<file path="src/rtl/spi_m_byte_feeder.sv">
// spi_m_byte_feeder
//   Buffers bytes in a small TX FIFO and hands them one at a time to an SPI
//   master using a DV/Ready handshake. It tracks bytes issued but not yet
//   answered by the master's receive pulse, and records sticky error flags.
//
// Ports
//   i_Clk, i_Rst_L            clock (rising edge), async active-low reset
//   i_Wr_Byte, i_Wr_En        FIFO enqueue, one byte per cycle
//   o_Full, o_Count           FIFO status
//   o_TX_Byte, o_TX_DV        byte and single-cycle valid to the SPI master
//   i_TX_Ready                SPI master ready for next byte
//   i_RX_Byte, i_RX_DV        byte received by the SPI master
//   o_RX_Byte, o_RX_DV        registered copy of the receive side
//   o_Pending                 issued-but-unanswered bytes (saturates at 15)
//   o_Busy                    transfer in flight, data queued or answers owed
//   i_Err_Clr, o_Err          sticky {timeout, unexpected RX, overflow}
module spi_m_byte_feeder #(
    parameter int DEPTH       = 8,
    parameter int ACK_TIMEOUT = 4
) (
    input  logic                   i_Clk,
    input  logic                   i_Rst_L,
    input  logic [7:0]             i_Wr_Byte,
    input  logic                   i_Wr_En,
    output logic                   o_Full,
    output logic [$clog2(DEPTH):0] o_Count,
    output logic [7:0]             o_TX_Byte,
    output logic                   o_TX_DV,
    input  logic                   i_TX_Ready,
    input  logic [7:0]             i_RX_Byte,
    input  logic                   i_RX_DV,
    output logic [7:0]             o_RX_Byte,
    output logic                   o_RX_DV,
    output logic [3:0]             o_Pending,
    output logic                   o_Busy,
    input  logic                   i_Err_Clr,
    output logic [2:0]             o_Err
);

    localparam int PW = $clog2(DEPTH);
    localparam int CW = PW + 1;
    localparam int TW = $clog2(ACK_TIMEOUT + 1);

    typedef enum logic [1:0] {IDLE, ISSUE, WAIT_LOW, WAIT_HIGH} state_t;

    state_t        state_q, state_d;
    logic [TW-1:0] tmr_q, tmr_d;
    logic          pop, timeout;

    logic [7:0]    mem [DEPTH];
    logic [PW-1:0] wr_ptr, rd_ptr;
    logic          wr_ok, ovf;

    logic          pend_inc, pend_dec, unexp_rx;

    // Full is judged on the registered count, so a pop in the same cycle
    // does not make room for a write.
    assign o_Full  = (o_Count == CW'(DEPTH));
    assign wr_ok   = i_Wr_En && !o_Full;
    assign ovf     = i_Wr_En && o_Full;
    assign o_TX_DV = (state_q == ISSUE);
    assign o_Busy  = (state_q != IDLE) || (o_Count != '0) || (o_Pending != '0);

    // ---------------------------------------------------------------- FSM
    always_ff @(posedge i_Clk or negedge i_Rst_L) begin
        if (!i_Rst_L) begin
            state_q <= IDLE;
            tmr_q   <= '0;
        end else begin
            state_q <= state_d;
            tmr_q   <= tmr_d;
        end
    end

    always_comb begin
        state_d = state_q;
        tmr_d   = tmr_q;
        pop     = 1'b0;
        timeout = 1'b0;
        case (state_q)
            IDLE: begin
                if ((o_Count != '0) && i_TX_Ready) begin
                    state_d = ISSUE;
                    pop     = 1'b1;
                end
            end
            ISSUE: begin
                state_d = WAIT_LOW;
                tmr_d   = '0;
            end
            WAIT_LOW: begin
                // The master must show it took the byte by dropping ready;
                // give up after ACK_TIMEOUT cycles of ready still high.
                if (!i_TX_Ready) begin
                    state_d = WAIT_HIGH;
                end else if (tmr_q == TW'(ACK_TIMEOUT - 1)) begin
                    timeout = 1'b1;
                    state_d = IDLE;
                end else begin
                    tmr_d = tmr_q + 1'b1;
                end
            end
            WAIT_HIGH: begin
                if (i_TX_Ready) state_d = IDLE;
            end
            default: state_d = IDLE;
        endcase
    end

    // ---------------------------------------------------------------- FIFO
    // Storage carries no reset; occupancy and pointers define validity.
    always_ff @(posedge i_Clk) begin
        if (wr_ok) mem[wr_ptr] <= i_Wr_Byte;
    end

    always_ff @(posedge i_Clk or negedge i_Rst_L) begin
        if (!i_Rst_L) begin
            wr_ptr    <= '0;
            rd_ptr    <= '0;
            o_Count   <= '0;
            o_TX_Byte <= '0;
        end else begin
            if (wr_ok) wr_ptr <= wr_ptr + 1'b1;
            if (pop) begin
                rd_ptr    <= rd_ptr + 1'b1;
                o_TX_Byte <= mem[rd_ptr];
            end
            case ({wr_ok, pop})
                2'b10:   o_Count <= o_Count + 1'b1;
                2'b01:   o_Count <= o_Count - 1'b1;
                default: ;
            endcase
        end
    end

    // ------------------------------------------------- RX, pending, errors
    assign pend_inc = (state_q == ISSUE);
    assign pend_dec = i_RX_DV;
    // An answer arriving in the issue cycle is treated as balancing the
    // new byte, so it is never flagged as unexpected.
    assign unexp_rx = pend_dec && !pend_inc && (o_Pending == '0);

    always_ff @(posedge i_Clk or negedge i_Rst_L) begin
        if (!i_Rst_L) begin
            o_RX_Byte <= '0;
            o_RX_DV   <= 1'b0;
            o_Pending <= '0;
            o_Err     <= '0;
        end else begin
            o_RX_DV <= i_RX_DV;
            if (i_RX_DV) o_RX_Byte <= i_RX_Byte;

            if (pend_inc && !pend_dec) begin
                if (o_Pending != 4'hF) o_Pending <= o_Pending + 1'b1;
            end else if (pend_dec && !pend_inc) begin
                if (o_Pending != '0) o_Pending <= o_Pending - 1'b1;
            end

            // New events override a clear in the same cycle.
            o_Err <= (i_Err_Clr ? 3'b000 : o_Err) | {timeout, unexp_rx, ovf};
        end
    end

endmodule

</file>
<file path="config.mk">
export PLATFORM = sky130hd
export DESIGN_NAME = spi_m_byte_feeder
export DESIGN_NICKNAME = d
export VERILOG_FILES = /design/src/rtl/spi_m_byte_feeder.sv
export SDC_FILE = /design/constraint.sdc
export NUM_CORES = 1
export LEC_CHECK = 0
export CAP_MARGIN = 10
export CORE_MARGIN = 5
export CORE_UTILIZATION = 55
export CTS_CLUSTER_SIZE = 28
export DETAILED_ROUTE_END_ITERATION = 7
export GPL_ROUTABILITY_DRIVEN = 0
export PLACE_DENSITY = 0.79
export SKIP_LAST_GASP = 1
export SYNTH_ARGS = -nofsm -noshare
export SYNTH_HDL_FRONTEND = slang
export SYNTH_SLANG_ARGS = --single-unit
</file>
<file path="constraint.sdc">
create_clock -name i_Clk -period 2.8 [get_ports i_Clk]
set_clock_uncertainty 0.05 [all_clocks]
set_input_delay 0.84 -clock i_Clk [delete_from_list [all_inputs] [get_ports i_Clk]]
set_output_delay 0.84 -clock i_Clk [all_outputs]
set_load 0.1 [all_outputs]
</file>
==> metrics <==
Comb power frac=46.0%; Gates resized, CTS repair=0; Synth area leader=edfxtp_1; critical path type=input port to flip-flop; drt first pass iters=4; final wirelength=7.89 mm; pwr/cell area=between 1000 and 1500 nW/um^2; number of max-cap violations=0; final hold slack=about 0.28 ns; Final Cycle Share=96.5%; max frequency=0.370 GHz; number of placed I/O pins=53; Synth Flop Type=edfxtp_1; cell count after synthesis=275; Final Critical Period=2.70 ns; clock sinks=103; CTS tree=yes; cts hold-fix bufs=0; Worst IR Drop VDD=0.000463 V; DRT iter0 DRCs=~130; share of layout cells above drive strength 1=31.5%; CP max FO=5; Req. time, crit path=~3.0 ns; CTS clk-pin slew, worst paths=0.10 ns; vias in the first global route=2575; Total Routing Usage GR=~17%; drt wl/cell=17.2 um; share of the synthesized area in the top cell type=44.7%; power share of the clock group=14.9%; #FFs+latches synth=103; DP HPWL=5.38 mm; max-slew violation count=0; slowest stage cell on the critical path=clkdlybuf4s50_1; ANT nets after route=0; register area share after synthesis=67.3%; antenna violations before repair=0; synth unique cells=45; Ys Warns=0; routed vias/inst=between 5 and 6; Die Wd=98.5 um; number of flops mapped to enable cells by yosys=64; core area=7690 sq um; die area=approximately 9700 sq um; arrival time at the worst endpoint=2.95 ns; Longest Clk Path Bufs=2; top cells by area, synth=edfxtp_1, dfrtp_1, mux4_2; Layout Cells excl Fill=458; crit-path max cell delay=0.49 ns; final setup vio count=0; worst-margin pin slew=0.783 ns; area grow syn2layout=21.9%; RSZ-0062 raised after global routing=no; sequential power share=39.2%; outcome=completed; Sw Ratio=45.1%; drt drc=0; clk root buf=clkbuf_8; Hold/Removal Path Class=input port to async pin; Worst Setup End Kind=flip-flop; # rows=32; Leak Pwr=roughly 2 nW; initial core utilization=56.0%; Tot Pwr=6.00 mW; Inserted Clock Buffers=9; Startpoint Class=input port; placed insts=442; Final Hold Viols=0; Post-CTS Repair Setup Buffers=0; Die Span Y=98.5 um; critical-path cell list=clkdlybuf4s50_1 -> nand2b_1 -> or3_1 -> inv_1 -> ha_4 -> nor4bb_1 -> a2111oi_0 -> nor3_1 -> xor2_1; IO Port Bufs=52; first-pass GRT wire length=about 13 mm; ANT cells=0; switching pwr=2.71 mW; clk_lat worst skew=0.37 ns; syn_area_per_cell=between 15 and 20 sq um; cell-internal power=3.29 mW; Async SR Flop Fraction=37.9%; htree depth=3; Nets=385; Synth Cell Area=4300 sq um; DR vias=2482; max_slew headroom=about 48%; fillers=530; Post-Syn Nets=309; largest net degree at the start of global routing=27; total gr overflow=0
## logic make-up after synthesis
| family | share of synthesized area [%] |
|---|---|
| xor gates and xnor gates | 2.03 |
| adders and majority gates | 3.66 |
| muxes | 12.8 |
| buffers and inverters | 2.35 |
| AOI/OAI and AO/OA | 4.39 |
| DFF | 67.3 |
| and+or+nand+nor | 7.38 |
## cells in the final DEF, fill, tap and decap left out, types with 2 or more instances in the layout
| cell | instances |
|---|---|
| edfxtp_1 | 64 |
| buf_4 | 51 |
| dfrtp_1 | 35 |
| nand2_1 | 29 |
| clkdlybuf4s50_1 | 20 |
| mux4_2 | 16 |
| nor2_1 | 13 |
| inv_1 | 10 |
| mux2_2 | 9 |
| ha_1 | 9 |
| clkbuf_8 | 9 |
| mux2i_1 | 8 |
| o21ai_1 | 8 |
| o21ai_0 | 6 |
| xor2_1 | 5 |
| a21oi_1 | 5 |
| xnor2_1 | 5 |
| nand2b_1 | 4 |
| nor3_1 | 3 |
| dfrtp_2 | 3 |
| nor4_1 | 2 |
| a31o_2 | 2 |
| a31oi_1 | 2 |
| inv_8 | 2 |
| inv_6 | 2 |
| clkinv_4 | 2 |
| buf_12 | 2 |
## final timing paths
path | from | end | slack [ns] | depth (start not counted)
worst min-delay path | i_Rst_L | o_Count[1] | 0.28 | 1
worst min register to register | o_TX_Byte[0] | o_TX_Byte[0] | 0.45 | 2
worst max-delay path | i_TX_Ready | o_Count[3] | 0.1 | 9
worst max register to register | o_Count[1] | o_Count[3] | 0.21 | 10
min in group i_Clk | o_TX_Byte[0] | o_TX_Byte[0] | 0.45 | 2
max in group asynchronous | i_Rst_L | wr_ptr[2] | 1.75 | 2
## state kept, by name, indices dropped and copies added (netlist names)
register   cells
wr_ptr         3
o_Count        4
tmr_q          3
o_Err          3
state_q        2
o_Pending      4
o_RX_DV        1
o_RX_Byte      8
rd_ptr         3
o_TX_Byte      8
mem           64
## Yosys cell counts, drive strengths merged, types with 2 or more instances
| library cell | count |
|---|---|
| edfxtp | 64 |
| dfrtp | 39 |
| nand2 | 29 |
| mux4 | 16 |
| nor2 | 14 |
| o21ai | 14 |
| ha | 11 |
| inv | 11 |
| mux2 | 10 |
| mux2i | 8 |
| buf | 7 |
| a21oi | 6 |
| xnor2 | 5 |
| xor2 | 5 |
| nand2b | 4 |
| nor2b | 3 |
| nor3 | 3 |
| a31o | 2 |
| a31oi | 2 |
| clkbuf | 2 |
| nand3 | 2 |
| nor4 | 2 |
## power by group through the flow
stage | Clock (mW) | Combinational, mW | Sequential (mW)
2_1_floorplan | 0 | 1.29 | 3.20
3_3_place_gp | 0 | 2.73 | 2.37
3_5_place_dp | 0 | 2.79 | 2.39
4_1_cts | 0.915 | 2.79 | 2.35
5_1_grt | 0.985 | 2.95 | 2.40
6_report | 0.892 | 2.76 | 2.35
## through the flow
stage / util (%) / worst slack, ns / setup TNS (ns) / area [sq um]
after floorplan: - / -0.460 / -1.35 / 4360
after global placement: 65.7 / -0.153 / -0.333 / 5050
after detailed placement: 65.7 / -0.236 / -0.628 / 5050
after CTS: 68.3 / 0.122 / 0 / 5250
after global routing: 68.3 / 0.0422 / 0 / 5250
final: 68.3 / 0.0984 / 0 / 5250
## final cells by class
class | count | area (sq um) | area share [%]
multi-input cells | 152 | 1350 | 25.7
well taps | 102 | 128 | 2.43
inverters | 11 | 41.3 | 0.787
repair buffers | 74 | 628 | 12.0
clock buffers | 9 | 124 | 2.36
clock inverters | 7 | 73.8 | 1.41
flip-flops and latches | 103 | 2910 | 55.4
## routing by layer
metal | GRT usage (%) | wire [um] | vias up | share of wire, %
met5 | 0 | 0 | - | 0
met4 | 5.46 | 118 | 0 | 1.5
met3 | 4.10 | 402 | 8 | 5.1
met2 | 29.0 | 4000 | 63 | 51
met1 | 22.2 | 3370 | 1234 | 43
li1 | - | - | 1177 | -
## critical path: cells and delay by family
kind,cells,cell delay (ns)
buffers and inverters,2,0.65
AO/OA/AOI/OAI,1,0.12
XOR/XNOR,1,0.17
adder cells (fa/ha/maj),1,0.18
AND/OR/NAND/NOR,4,1.00
Note: power is estimated with default switching activity, not from simulation.
